`src/rtl/credit_link_pkg.sv`:
```
// Shared types and sizing helpers for the credit-based push link blocks.
package credit_link_pkg;

    typedef enum logic [1:0] {
        IN_RESET = 2'd0,
        WAIT_RX  = 2'd1,
        ACTIVE   = 2'd2
    } link_state_t;

    // Credit capacity used by both the sender and receiver sides of the link.
    localparam int DEFAULT_MAX_CREDITS = 4;

    // Width of a counter that must hold 0..max_credits inclusive.
    function automatic int cnt_width(input int max_credits);
        return $clog2(max_credits + 1);
    endfunction

    // Width of an index into n requesters; never narrower than one bit.
    function automatic int idx_width(input int n);
        return (n <= 1) ? 1 : $clog2(n);
    endfunction

endpackage

```
`src/rtl/credit_link_arbiter_rr_arbiter.sv`:
```
// Combinational round-robin pick: first set request at or above ptr, wrapping.
module rr_arbiter
    import credit_link_pkg::*;
#(
    parameter int NUM_REQ = 4,
    localparam int IDX_W  = idx_width(NUM_REQ)
) (
    input  logic [NUM_REQ-1:0] req,
    input  logic [IDX_W-1:0]   ptr,
    input  logic               enable,
    output logic [NUM_REQ-1:0] grant,
    output logic [IDX_W-1:0]   grant_idx
);

    // Walk requesters starting at ptr and keep only the first hit.
    always_comb begin
        logic             found;
        logic [IDX_W-1:0] cand;
        grant     = '0;
        grant_idx = '0;
        found     = 1'b0;
        cand      = '0;
        for (int off = 0; off < NUM_REQ; off++) begin
            cand = IDX_W'((int'(ptr) + off) % NUM_REQ);
            if (enable && !found && req[cand]) begin
                grant[cand] = 1'b1;
                grant_idx   = cand;
                found       = 1'b1;
            end
        end
    end

endmodule

```
`src/rtl/credit_link_arbiter.sv`:
```
// Sender-side scheduler for a credit-based push link: round-robin over
// requesters, one beat per credit, plus the link reset handshake.
//
//   state    | meaning
//   ---------+---------------------------------------------------------
//   IN_RESET | first cycle out of reset; tells the receiver we are initialising
//   WAIT_RX  | receiver still in reset; credits held at 0 and returns ignored
//   ACTIVE   | normal traffic; grants consume credits, returns replenish them
module credit_link_arbiter
    import credit_link_pkg::*;
#(
    parameter int  NUM_REQ     = 4,
    parameter int  DATA_W      = 8,
    parameter int  MAX_CREDITS = DEFAULT_MAX_CREDITS,
    localparam int CNT_W       = cnt_width(MAX_CREDITS),
    localparam int IDX_W       = idx_width(NUM_REQ)
) (
    input  logic                      clk,
    input  logic                      rst,
    input  logic [NUM_REQ-1:0]        req_valid,
    input  logic [NUM_REQ*DATA_W-1:0] req_data,
    output logic [NUM_REQ-1:0]        req_ready,
    output logic                      push_valid,
    output logic [DATA_W-1:0]         push_data,
    input  logic                      push_credit,
    output logic                      push_credit_stall,
    output logic                      push_sender_in_reset,
    input  logic                      push_receiver_in_reset,
    output logic [CNT_W-1:0]          credit_count,
    output logic                      credit_available,
    output logic [IDX_W-1:0]          grant_id,
    output logic                      credit_overflow
);

    link_state_t       state_q, state_d;
    logic [CNT_W-1:0]  cnt_q, cnt_d;
    logic [IDX_W-1:0]  ptr_q, ptr_d;
    logic [IDX_W-1:0]  gid_q, gid_d;
    logic              pv_q, pv_d;
    logic [DATA_W-1:0] pd_q, pd_d;
    logic              ovf_q, ovf_d;

    logic [NUM_REQ-1:0] grant;
    logic [IDX_W-1:0]   grant_idx;
    logic               grant_any;
    logic               arb_en;
    logic               at_max;

    // Grants use only the registered count, so a credit returned at zero
    // becomes usable one cycle later.
    assign at_max    = (cnt_q == CNT_W'(MAX_CREDITS));
    assign arb_en    = (state_q == ACTIVE) && (cnt_q != '0);
    assign grant_any = |grant;

    rr_arbiter #(.NUM_REQ(NUM_REQ)) u_rr (
        .req       (req_valid),
        .ptr       (ptr_q),
        .enable    (arb_en),
        .grant     (grant),
        .grant_idx (grant_idx)
    );

    // Next-state, credit arithmetic and beat capture.
    always_comb begin
        state_d = state_q;
        cnt_d   = cnt_q;
        ptr_d   = ptr_q;
        gid_d   = gid_q;
        pv_d    = 1'b0;
        pd_d    = pd_q;
        ovf_d   = ovf_q;

        if (grant_any) begin
            pv_d  = 1'b1;
            pd_d  = req_data[int'(grant_idx)*DATA_W +: DATA_W];
            ptr_d = (grant_idx == IDX_W'(NUM_REQ - 1)) ? '0 : grant_idx + IDX_W'(1);
            gid_d = grant_idx;
        end

        case (state_q)
            IN_RESET: state_d = push_receiver_in_reset ? WAIT_RX : ACTIVE;
            WAIT_RX: begin
                cnt_d = '0;
                if (!push_receiver_in_reset) state_d = ACTIVE;
            end
            ACTIVE: begin
                if (push_receiver_in_reset) begin
                    // A beat granted this cycle still goes out; credits are void.
                    state_d = WAIT_RX;
                    cnt_d   = '0;
                end else if (push_credit && !grant_any) begin
                    if (at_max) ovf_d = 1'b1;
                    else        cnt_d = cnt_q + CNT_W'(1);
                end else if (!push_credit && grant_any) begin
                    cnt_d = cnt_q - CNT_W'(1);
                end
            end
            default: state_d = IN_RESET;
        endcase
    end

    // State registers with asynchronous active-low reset.
    always_ff @(posedge clk or negedge rst) begin
        if (!rst) begin
            state_q <= IN_RESET;
            cnt_q   <= '0;
            ptr_q   <= '0;
            gid_q   <= '0;
            pv_q    <= 1'b0;
            pd_q    <= '0;
            ovf_q   <= 1'b0;
        end else begin
            state_q <= state_d;
            cnt_q   <= cnt_d;
            ptr_q   <= ptr_d;
            gid_q   <= gid_d;
            pv_q    <= pv_d;
            pd_q    <= pd_d;
            ovf_q   <= ovf_d;
        end
    end

    assign req_ready            = grant;
    assign push_valid           = pv_q;
    assign push_data            = pd_q;
    assign push_credit_stall    = (state_q != ACTIVE) || at_max;
    assign push_sender_in_reset = (state_q == IN_RESET);
    assign credit_count         = cnt_q;
    assign credit_available     = arb_en;
    assign grant_id             = gid_q;
    assign credit_overflow      = ovf_q;

endmodule

```
`config.mk`:
```
export PLATFORM = sky130hd
export DESIGN_NAME = credit_link_arbiter
export DESIGN_NICKNAME = d
export VERILOG_FILES = /design/src/rtl/credit_link_pkg.sv /design/src/rtl/credit_link_arbiter_rr_arbiter.sv /design/src/rtl/credit_link_arbiter.sv
export SDC_FILE = /design/constraint.sdc
export NUM_CORES = 1
export LEC_CHECK = 0
export ABC_CLOCK_PERIOD_IN_PS = 9900
export CELL_PAD_IN_SITES_DETAIL_PLACEMENT = 0
export CELL_PAD_IN_SITES_GLOBAL_PLACEMENT = 2
export CORE_ASPECT_RATIO = 1.4
export CORE_MARGIN = 2
export CORE_UTILIZATION = 30
export DETAILED_ROUTE_END_ITERATION = 7
export GPL_TIMING_DRIVEN = 0
export MAX_ROUTING_LAYER = met4
export PLACE_DENSITY_LB_ADDON = 0.1
export SLEW_MARGIN = 20
export SYNTH_ARGS = -nofsm -noshare
export SYNTH_HDL_FRONTEND = slang
export SYNTH_HIERARCHICAL = 1
export SYNTH_SLANG_ARGS = --single-unit
```
`constraint.sdc`:
```
create_clock -name clk -period 9.9 [get_ports clk]
set_clock_uncertainty 0.05 [all_clocks]
set_input_delay 0.99 -clock clk [delete_from_list [all_inputs] [get_ports clk]]
set_output_delay 0.99 -clock clk [all_outputs]
set_load 0.05 [all_outputs]
```
# After elaboration in Yosys (flattened, before gate mapping)
# Cells that the tools add are included.
# totals
regBits	19
inputBits	40
output_inout_bits	22
wordCells	100
# classes
add_sub_neg	6
magnitude_cmp	8
eq_ne	9
n_shift	1
muxes	38
bitwise_logic	4
reduce_logical	27
# ops
cell	count
$shiftx A32 B6 Y8	1
$mux W2	8
$mux W4	4
$logic_and A1 B1 Y1	14
$lt A2 B3 Y1 const B	4
$mux W1	12
$mux W3	4
$or A4 B4 Y4	3
$bmux W1 S2	4
$demux W1 S2	4
$ge A2 B1 Y1 const B	4
$ne A2 B2 Y1 const B	3
$pmux W2 S3	1
$pmux W3 S2	1
$logic_not A1 Y1	5
$add A2 B1 Y2 const B	2
$add A2 B2 Y2 const B	2
$eq A2 B2 Y1 const B	2
$ne A4 B2 Y1 const B	1
$ne A4 B4 Y1 const B	1
$reduce_and A4 Y1	1
$reduce_or A4 Y1	1
$add A3 B1 Y3 const B	1
$eq A3 B3 Y1 const B	1
9 further kinds	9

# Logic depth before layout (Yosys ltp)
# Gate-level depths: netlist (run 1).
# logic_depth
ltp_word	22
depth_mapped	16
ltp_nobuf	13

# Modules after synthesis
# The synthesis (run 1) kept the hierarchy.
# by_module_without_submodules
module	n_inst	cells_each	area_per_inst_um2
credit_link_arbiter	1	95	1176.1
rr_arbiter	1	74	600.6

# Worst setup path after synthesis (run 1)
# No wires, ideal clock.
# synth_timing
path_kind	reg2reg
from	register ptr_q[0]
to	register cnt_q[2], in the netlist credit_count[2]
setup_time_ns	0.077
t_arrival_ns	4.024
path_slack_ns	5.749
path_stages_with_launch	16
synth_period_minus_slack_ns	4.151
cell_sequence	dfrtp_1 buf_4 inv_2 ha_1 buf_6 mux4_2 nand2_1 o21ai_1 a221o_1 nor4_4 buf_6 ha_1 fa_1 o21ai_0 a221o_1 a21oi_1
# synth_via
elab_chain_cells	22
elab_cells_between_ends	61
# synth_lines
item	line_no	rtl
start, declared	credit_link_arbiter.sv:37	logic [IDX_W-1:0] ptr_q, ptr_d;
start signal, assigned	credit_link_arbiter.sv:115	ptr_q <= ptr_d;
parallel branches: the longest is 15 deep, another holds $lt A2 B3 Y1	-	
$mux W4 *	credit_link_arbiter_rr_arbiter.sv:25	if (enable && !found && req[cand]) begin
net req_ready[0]	credit_link_arbiter.sv:22	output logic [NUM_REQ-1:0] req_ready,
$reduce_or A4 Y1 *	credit_link_arbiter.sv:53	assign grant_any = |grant;
$logic_not A1 Y1	credit_link_arbiter.sv:91	end else if (push_credit && !grant_any) begin
$logic_and A1 B1 Y1	credit_link_arbiter.sv:91	
$mux W3	credit_link_arbiter.sv:91	
$mux W3	credit_link_arbiter.sv:87	if (push_receiver_in_reset) begin
$pmux W3 S2	credit_link_arbiter.sv:80	case (state_q)
end signal, assigned	credit_link_arbiter.sv:114	cnt_q <= cnt_d;
end, declared	credit_link_arbiter.sv:36	logic [CNT_W-1:0] cnt_q, cnt_d;
# Mark *: on every way through the listed nets, which the timed path passes. The select of a mux whose other input is x is not followed.
# A chain may end at the register's enable or synchronous reset.

# Worst setup path in the final report (run 1)
# layout_timing
from	input port req_valid[1]
to	register cnt_q[2], in the netlist credit_count[2]
# layout_via
elab_chain_cells	22
elab_cells_between_ends	38
# layout_lines
item	line_no	rtl
start, declared	credit_link_arbiter.sv:20	input logic [NUM_REQ-1:0] req_valid,
$bmux W1 S2	credit_link_arbiter_rr_arbiter.sv:25	
$mux W1 (not written as such)	credit_link_arbiter_rr_arbiter.sv:25	
$logic_and A1 B1 Y1	credit_link_arbiter_rr_arbiter.sv:25	
$mux W1	credit_link_arbiter_rr_arbiter.sv:25	
$logic_not A1 Y1	credit_link_arbiter_rr_arbiter.sv:25	
$logic_and A1 B1 Y1 (2 in series)	credit_link_arbiter_rr_arbiter.sv:25	
$mux W1	credit_link_arbiter_rr_arbiter.sv:25	
$logic_not A1 Y1	credit_link_arbiter_rr_arbiter.sv:25	
[4 not listed]	-	
$logic_and A1 B1 Y1 (2 in series)	credit_link_arbiter_rr_arbiter.sv:25	
$mux W4 *	credit_link_arbiter_rr_arbiter.sv:25	
$reduce_or A4 Y1 *	credit_link_arbiter.sv:53	
$logic_not A1 Y1	credit_link_arbiter.sv:91	
$logic_and A1 B1 Y1	credit_link_arbiter.sv:91	
$mux W3	credit_link_arbiter.sv:91	
$mux W3	credit_link_arbiter.sv:87	
$pmux W3 S2	credit_link_arbiter.sv:80	
# Mark *: on every way between the ends. The rest lies on a longest branch, timed or not. The select of a mux whose other input is x is not followed.

==> flow_summary.ini, run 1 <==
[cells_and_area]
mostFrequentLayoutCells = clkdlybuf4s50_1 (59), dfrtp_1 (19), ha_1 (12), nand2_1 (11)
layout-drive-gt1-share_pct = 16.8
nets = 286
utilization_pct = 43.2
antennaDiodeCount = 0
post-route-cell-area_um2 = 2500
final_common_cell = clkdlybuf4s50_1
fillCellCount = 569
areaGrowthSynthToFinish_pct = 40.7

[place]
placed_area_um2 = 2450
gp_congestion = 0.801
numPortBuffers = 59
place_hpwl_mm = 3.76

[timing]
setup_tns_ns = 0
rsz0062_at_grt = false
timing.final.crit_share_pct = 45.7
hold_viol_final = 0
fmax_mhz = 221
worst_pin_slew_ns = 0.890
max_slew_margin_pct = 40.5
period_needed_ns = 4.53
final_max_slew_viol_count = 0
setup_violations = 0

[setup_path]
cp_common_cell = a221o_1
worst_path_dominant_cell_family = compound AO/OA/AOI/OAI gates
crit_path_max_incr_delay_ns = 0.54
endpoint_kind = register
rrSetupSlack_ns = 5.39
critPathBufInv = 3
path_cells = clkdlybuf4s50_1 > buf_2 > mux2i_1 > mux2_4 > o311a_1 > a221o_1 > nor4_4 > buf_6 > ha_1 > fa_1 > o21ai_0 > a221o_1 > a21oi_1
ff2ff_path_depth = 15
cp-start-kind = input pin
crit_type = in -> reg
reg2reg_to = credit_count[2]
reg2reg_from = ptr_q[0]
cp.arrival_ns = 4.65
cp.depth = 13
required_ns = 10.02
cp_slowest_cell = nor4_4
path_max_fanout = 10

[grt]
grt_max_degree = 20
grt_first_pass_wirelength_mm = 7.73
grt_use_total_pct = 14.5
gr-total-overflow = 0
antenna_found_initial = 0
grt_pass1_vias = 1705

[clock_network]
cts-root-buf = clkbuf_8
clock_latency_ns = 0.25
cts_setup_buffers = 0
cts_resized = 0
cts.clk_slew.worst_paths_ns = 0.07
cts_hold_buffers = 0
cts_buffer_depth = 2
numCtsBuffers = 3
htree_levels = 1
cts_tree = yes
cts_sinks = 19

[detailed_routing]
wl_per_cell_um = 15.6
first_pass_iters = 4
drc = 0
via_count = 1645
drtIter0Drc = 92
wl_mm = 4.70
vias_per_cell = 5.45
drtAntennaViolNets = 0

[run_status]
status = finished, final reports clean

[floorplan]
ioPinCount = 62
coreArea_um2 = 5780
start_util_pct = 30.7
die_y_um = 95.1
dieWidth_um = 69.0
die-area_um2 = 6560
row_count = 33

[power]
p_per_area_nw_per_um2 = 265
vdd_drop_max_uv = 165
cellLeakagePower_nw = 1.03

[hold_path]
hp-start = credit_overflow
hold_class = reg -> reg
whs_path_depth = 1
min_to = credit_overflow

[synthesis]
async_flop_share_pct = 100
synth_area_per_cell_um2 = 10.5
synthDistinctLibCells = 52
ys_ff_latch = 19
synth_ff_type = dfrtp_1
syn_area_um2 = 1780
synthCells = 169
ys_seq_area_share_pct = 26.8
ys_warn_count = 6
synth_edf_count = 0
synth_nets = 222

[flow_run]
drv_cap = 0
==> flip-flops by register name, summed over array words and instances (netlist names) <==
register and count:
grant_id 2, push_data 8, credit_overflow 1, credit_count 3, state_q 2, ptr_q 2, push_valid 1
==> area by class of cell <==
type                    instances  area (um2)  share of cell area (%)
clock buffers                   4        45.0                    1.80
flip-flops and latches         19         475                    19.0
well taps                      70        87.6                    3.50
plain buffers                  12        96.3                    3.85
inverters                      10        42.5                    1.70
repair buffers                 59         591                    23.6
multi-input cells             128        1160                    46.5
==> cell usage after synthesis, types with 2 or more instances <==
cell	n	area share, %
nand2b_1	2	0.70
o21ai_0	5	1.4
nor3_1	5	1.4
nor2b_1	3	1.1
o22ai_1	3	1.1
and2_1	2	0.70
a21oi_1	5	1.4
buf_6	5	3.2
buf_4	3	1.3
clkbuf_1	2	0.42
inv_1	8	1.7
mux2_2	10	6.3
o21ai_1	4	1.1
nand3_1	5	1.4
mux4_2	10	13
a221o_1	5	2.8
buf_2	2	0.56
mux2_4	2	1.7
o31ai_1	3	1.3
dfrtp_1	19	27
nand2_1	11	2.3
ha_1	12	8.5
and4_1	4	2.0
a31oi_1	2	0.70
nor2_1	5	1.1
mux2i_1	6	3.4
==> where the power goes <==
part           switching [mW]  internal (mW)
Clock                  0.0255         0.0286
Sequential             0.0298          0.111
Combinational           0.276          0.194
==> routing by layer <==
metal | vias to the layer above | part of all wire, % | GRT usage, %
li1 | 774 | - | -
met1 | 810 | 38 | 15.1
met2 | 55 | 56 | 29.2
met3 | 6 | 4.3 | 1.48
met4 | 0 | 1.1 | 3.43
met5 | - | 0 | -
==> metrics by stage <==
step / total power, mW / instances / hold WS (ns) / setup WS [ns]
6_report: 0.664 / 302 / 0.416 / 5.37
5_1_grt: 0.711 / 302 / 0.449 / 5.10
4_1_cts: 0.671 / 302 / 0.423 / 5.33
3_5_place_dp: 0.613 / 298 / 0.401 / 5.10
3_3_place_gp: 0.603 / 298 / 0.396 / 5.17
2_1_floorplan: 0.475 / 169 / 0.547 / 5.75
==> worst reg2reg max path, delay by kind of cell (launching register included) <==
family,cells,cell delay (ns)
AOI/OAI and AO/OA,5,1.01
adders and majority gates,3,0.89
buffers and inverters,4,0.73
and+or+nand+nor,2,0.63
muxes,1,0.60
DFF,1,0.55
==> worst max-delay path by stage <==
stage | start | end | slack (ns)
after floorplan | ptr_q[0] | credit_count[2] | 5.75
after global placement | req_valid[1] | credit_count[2] | 5.17
after detailed placement | req_valid[1] | credit_count[2] | 5.10
after CTS | ptr_q[0] | credit_count[2] | 5.33
after global routing | ptr_q[0] | credit_count[2] | 5.10
final | req_valid[1] | credit_count[2] | 5.37
==> cells by family (layout without fill, tap and decap cells) <==
group / Yosys count / in the layout / synth area share, %
AOI/OAI and AO/OA: 39 / 39 / 15.6
adders and majority gates: 13 / 13 / 9.58
buffers and inverters: 22 / 85 / 7.82
DFF: 19 / 19 / 26.8
muxes: 28 / 28 / 24.1
and+or+nand+nor: 48 / 48 / 16.1
(Power assumes the default switching activity.)
==> run 2, diff against run 1 <==
- ABC_CLOCK_PERIOD_IN_PS: 9900 -> 3800
- CORE_UTILIZATION: 30 -> 25
- clock period: 9.9 -> 3.8 ns (I/O delays scaled with it)
==> run 2 against run 1 <==
  * Global-route usage shrank 0.79 points
  * Clock power grew to 2.7 times the previous value
  * Combinational power grew to 2.9 times the previous value
  * Clock-buffer cell count shrank 1
  * Flip-flop and latch count is the same
  * Sequential share of layout area shrank 0.90 points
  * Largest cell class unchanged
  * Largest power group unchanged
==> flow_summary.ini, run 2 (synthesis gave the netlist of run 1 again) <==
[detailed_routing]
via_count = 1651
drtAntennaViolNets = 0
drc = 0
vias_per_cell = 4.93
wl_mm = 5.11
wl_per_cell_um = 15.3
first_pass_iters = 4
drtIter0Drc = 51

[clock_network]
cts_tree = yes
clock_latency_ns = 0.26
cts_hold_buffers = 0
htree_levels = 1
numCtsBuffers = 3
cts_sinks = 19
cts_buffer_depth = 2
cts-root-buf = clkbuf_8
cts.clk_slew.worst_paths_ns = 0.08

[cells_and_area]
layout-drive-gt1-share_pct = 24.6
largest_register_ffs = 8
multi_input_area_um2 = 1200
fillCellCount = 727
post-route-cell-area_um2 = 2640
final_common_cell = clkdlybuf4s50_1
antennaDiodeCount = 0
mostFrequentLayoutCells = clkdlybuf4s50_1 (59), dfrtp_1 (17), nand2_1 (11)
areaGrowthSynthToFinish_pct = 48.5
nets = 294
regArea_um2 = 478

[grt]
grt_busiest_layer = met2
antenna_found_initial = 0
met2_usage_pct = 25.9
grt_first_pass_wirelength_mm = 8.33
use_met1_pct = 14.8
grt_pass1_vias = 1753
gr-total-overflow = 0
grt_max_degree = 20
globalRouteMet3Util_pct = 0.973
grt_use_total_pct = 13.7

[setup_path]
crit_type = reg -> reg
required_ns = 3.94
path_max_fanout = 8
endpoint_kind = register
cp.arrival_ns = 3.73
cp-start-kind = register

[power]
vdd_drop_max_uv = 295
cellLeakagePower_nw = 1.07
p_per_area_nw_per_um2 = 698

[timing]
period_needed_ns = 3.59
worst_pin_slew_ns = 0.876
setup_violations = 0
max_slew_margin_pct = 41.4
rsz0062_at_grt = false
fmax_mhz = 279
timing.final.crit_share_pct = 94.4
setup_tns_ns = 0
hold_viol_final = 0
final_max_slew_viol_count = 0

[place]
numPortBuffers = 59
place_hpwl_mm = 4.03
placed_area_um2 = 2530
gp_congestion = 0.826

[floorplan]
coreArea_um2 = 6940
die-area_um2 = 7810
start_util_pct = 25.6
row_count = 36
dieWidth_um = 75.3
ioPinCount = 62
die_y_um = 104

[hold_path]
hold_class = reg -> reg

[flow_run]
drv_cap = 0

[run_status]
status = finished, final reports clean
[run 2: cell types whose count changed in the layout (fill, tap and decap cells not counted), moves of 2 or more]
| cell | change |
|---|---|
| ha_4 | +2 |
| buf_4 | +7 |
| dfrtp_2 | +2 |
| ha_1 | -2 |
| dfrtp_1 | -2 |
| a221o_1 | -3 |
| a221o_2 | +3 |
[run 2: layout make-up]
type                    instances  area share [%]
well taps                      95            4.51
repair buffers                 68            24.9
clock buffers                   3            1.57
plain buffers                  11            3.51
multi-input cells             128            45.4
inverters                      10            1.80
clock inverters                 1           0.190
flip-flops and latches         19            18.1
[run 2: metrics by stage]
stage	std cells	hold WS, ns	util [%]	power, mW	worst slack, ns
after CTS	331	0.433	37.6	1.83	0.0405
after detailed placement	323	0.402	36.5	1.65	-0.380
after global placement	323	0.421	36.5	1.64	-0.370
after floorplan	169	0.0344	-	1.27	-0.0135
final	335	0.435	38.0	1.84	0.212
after global routing	335	0.453	38.0	1.97	0.0201
[run 2: routing by layer]
| metal | vias up | share of wire [%] |
|---|---|---|
| li1 | 790 | - |
| met5 | - | 0 |
| met4 | 0 | 1.1 |
| met1 | 801 | 37 |
| met2 | 54 | 59 |
| met3 | 6 | 3.3 |
[run 2: worst paths after layout]
kind / from / endpoint / slack [ns] / cells past startpoint
worst max-delay path: ptr_q[0] / credit_count[2] / 0.21 / 14
worst min-delay path: credit_overflow / credit_overflow / 0.44 / 1
worst max register to register: ptr_q[0] / credit_count[2] / 0.21 / 14
worst min register to register: credit_overflow / credit_overflow / 0.44 / 1
max in group asynchronous: rst / ptr_q[0] / 2.54 / 1
min in group asynchronous: rst / state_q[0] / 0.56 / 1
[run 2: critical path, cell delays in order (launching register included)]
cell     delay, ns
dfrtp_2       0.39
buf_8         0.13
inv_6         0.05
ha_4          0.32
mux4_2        0.59
nand2_1       0.09
o21ai_1       0.06
a221o_2       0.37
nor4_4        0.37
buf_6         0.16
ha_4          0.16
fa_2          0.24
o21ai_1       0.07
a221o_1       0.35
a21oi_2       0.11
[run 2: report_power, final]
group / leakage [nW] / switching [mW] / internal (mW)
registers: 0.239 / 0.0647 / 0.289
logic: 0.806 / 0.765 / 0.576
clock network: 0.0255 / 0.0734 / 0.0729
total: 1.07 / 0.903 / 0.939
[run 2: repair_timing]
action	CTS	global route
setup buffers	4	5
resized for setup	1	2
setup endpoints to repair	3	1
pin swaps	1	5
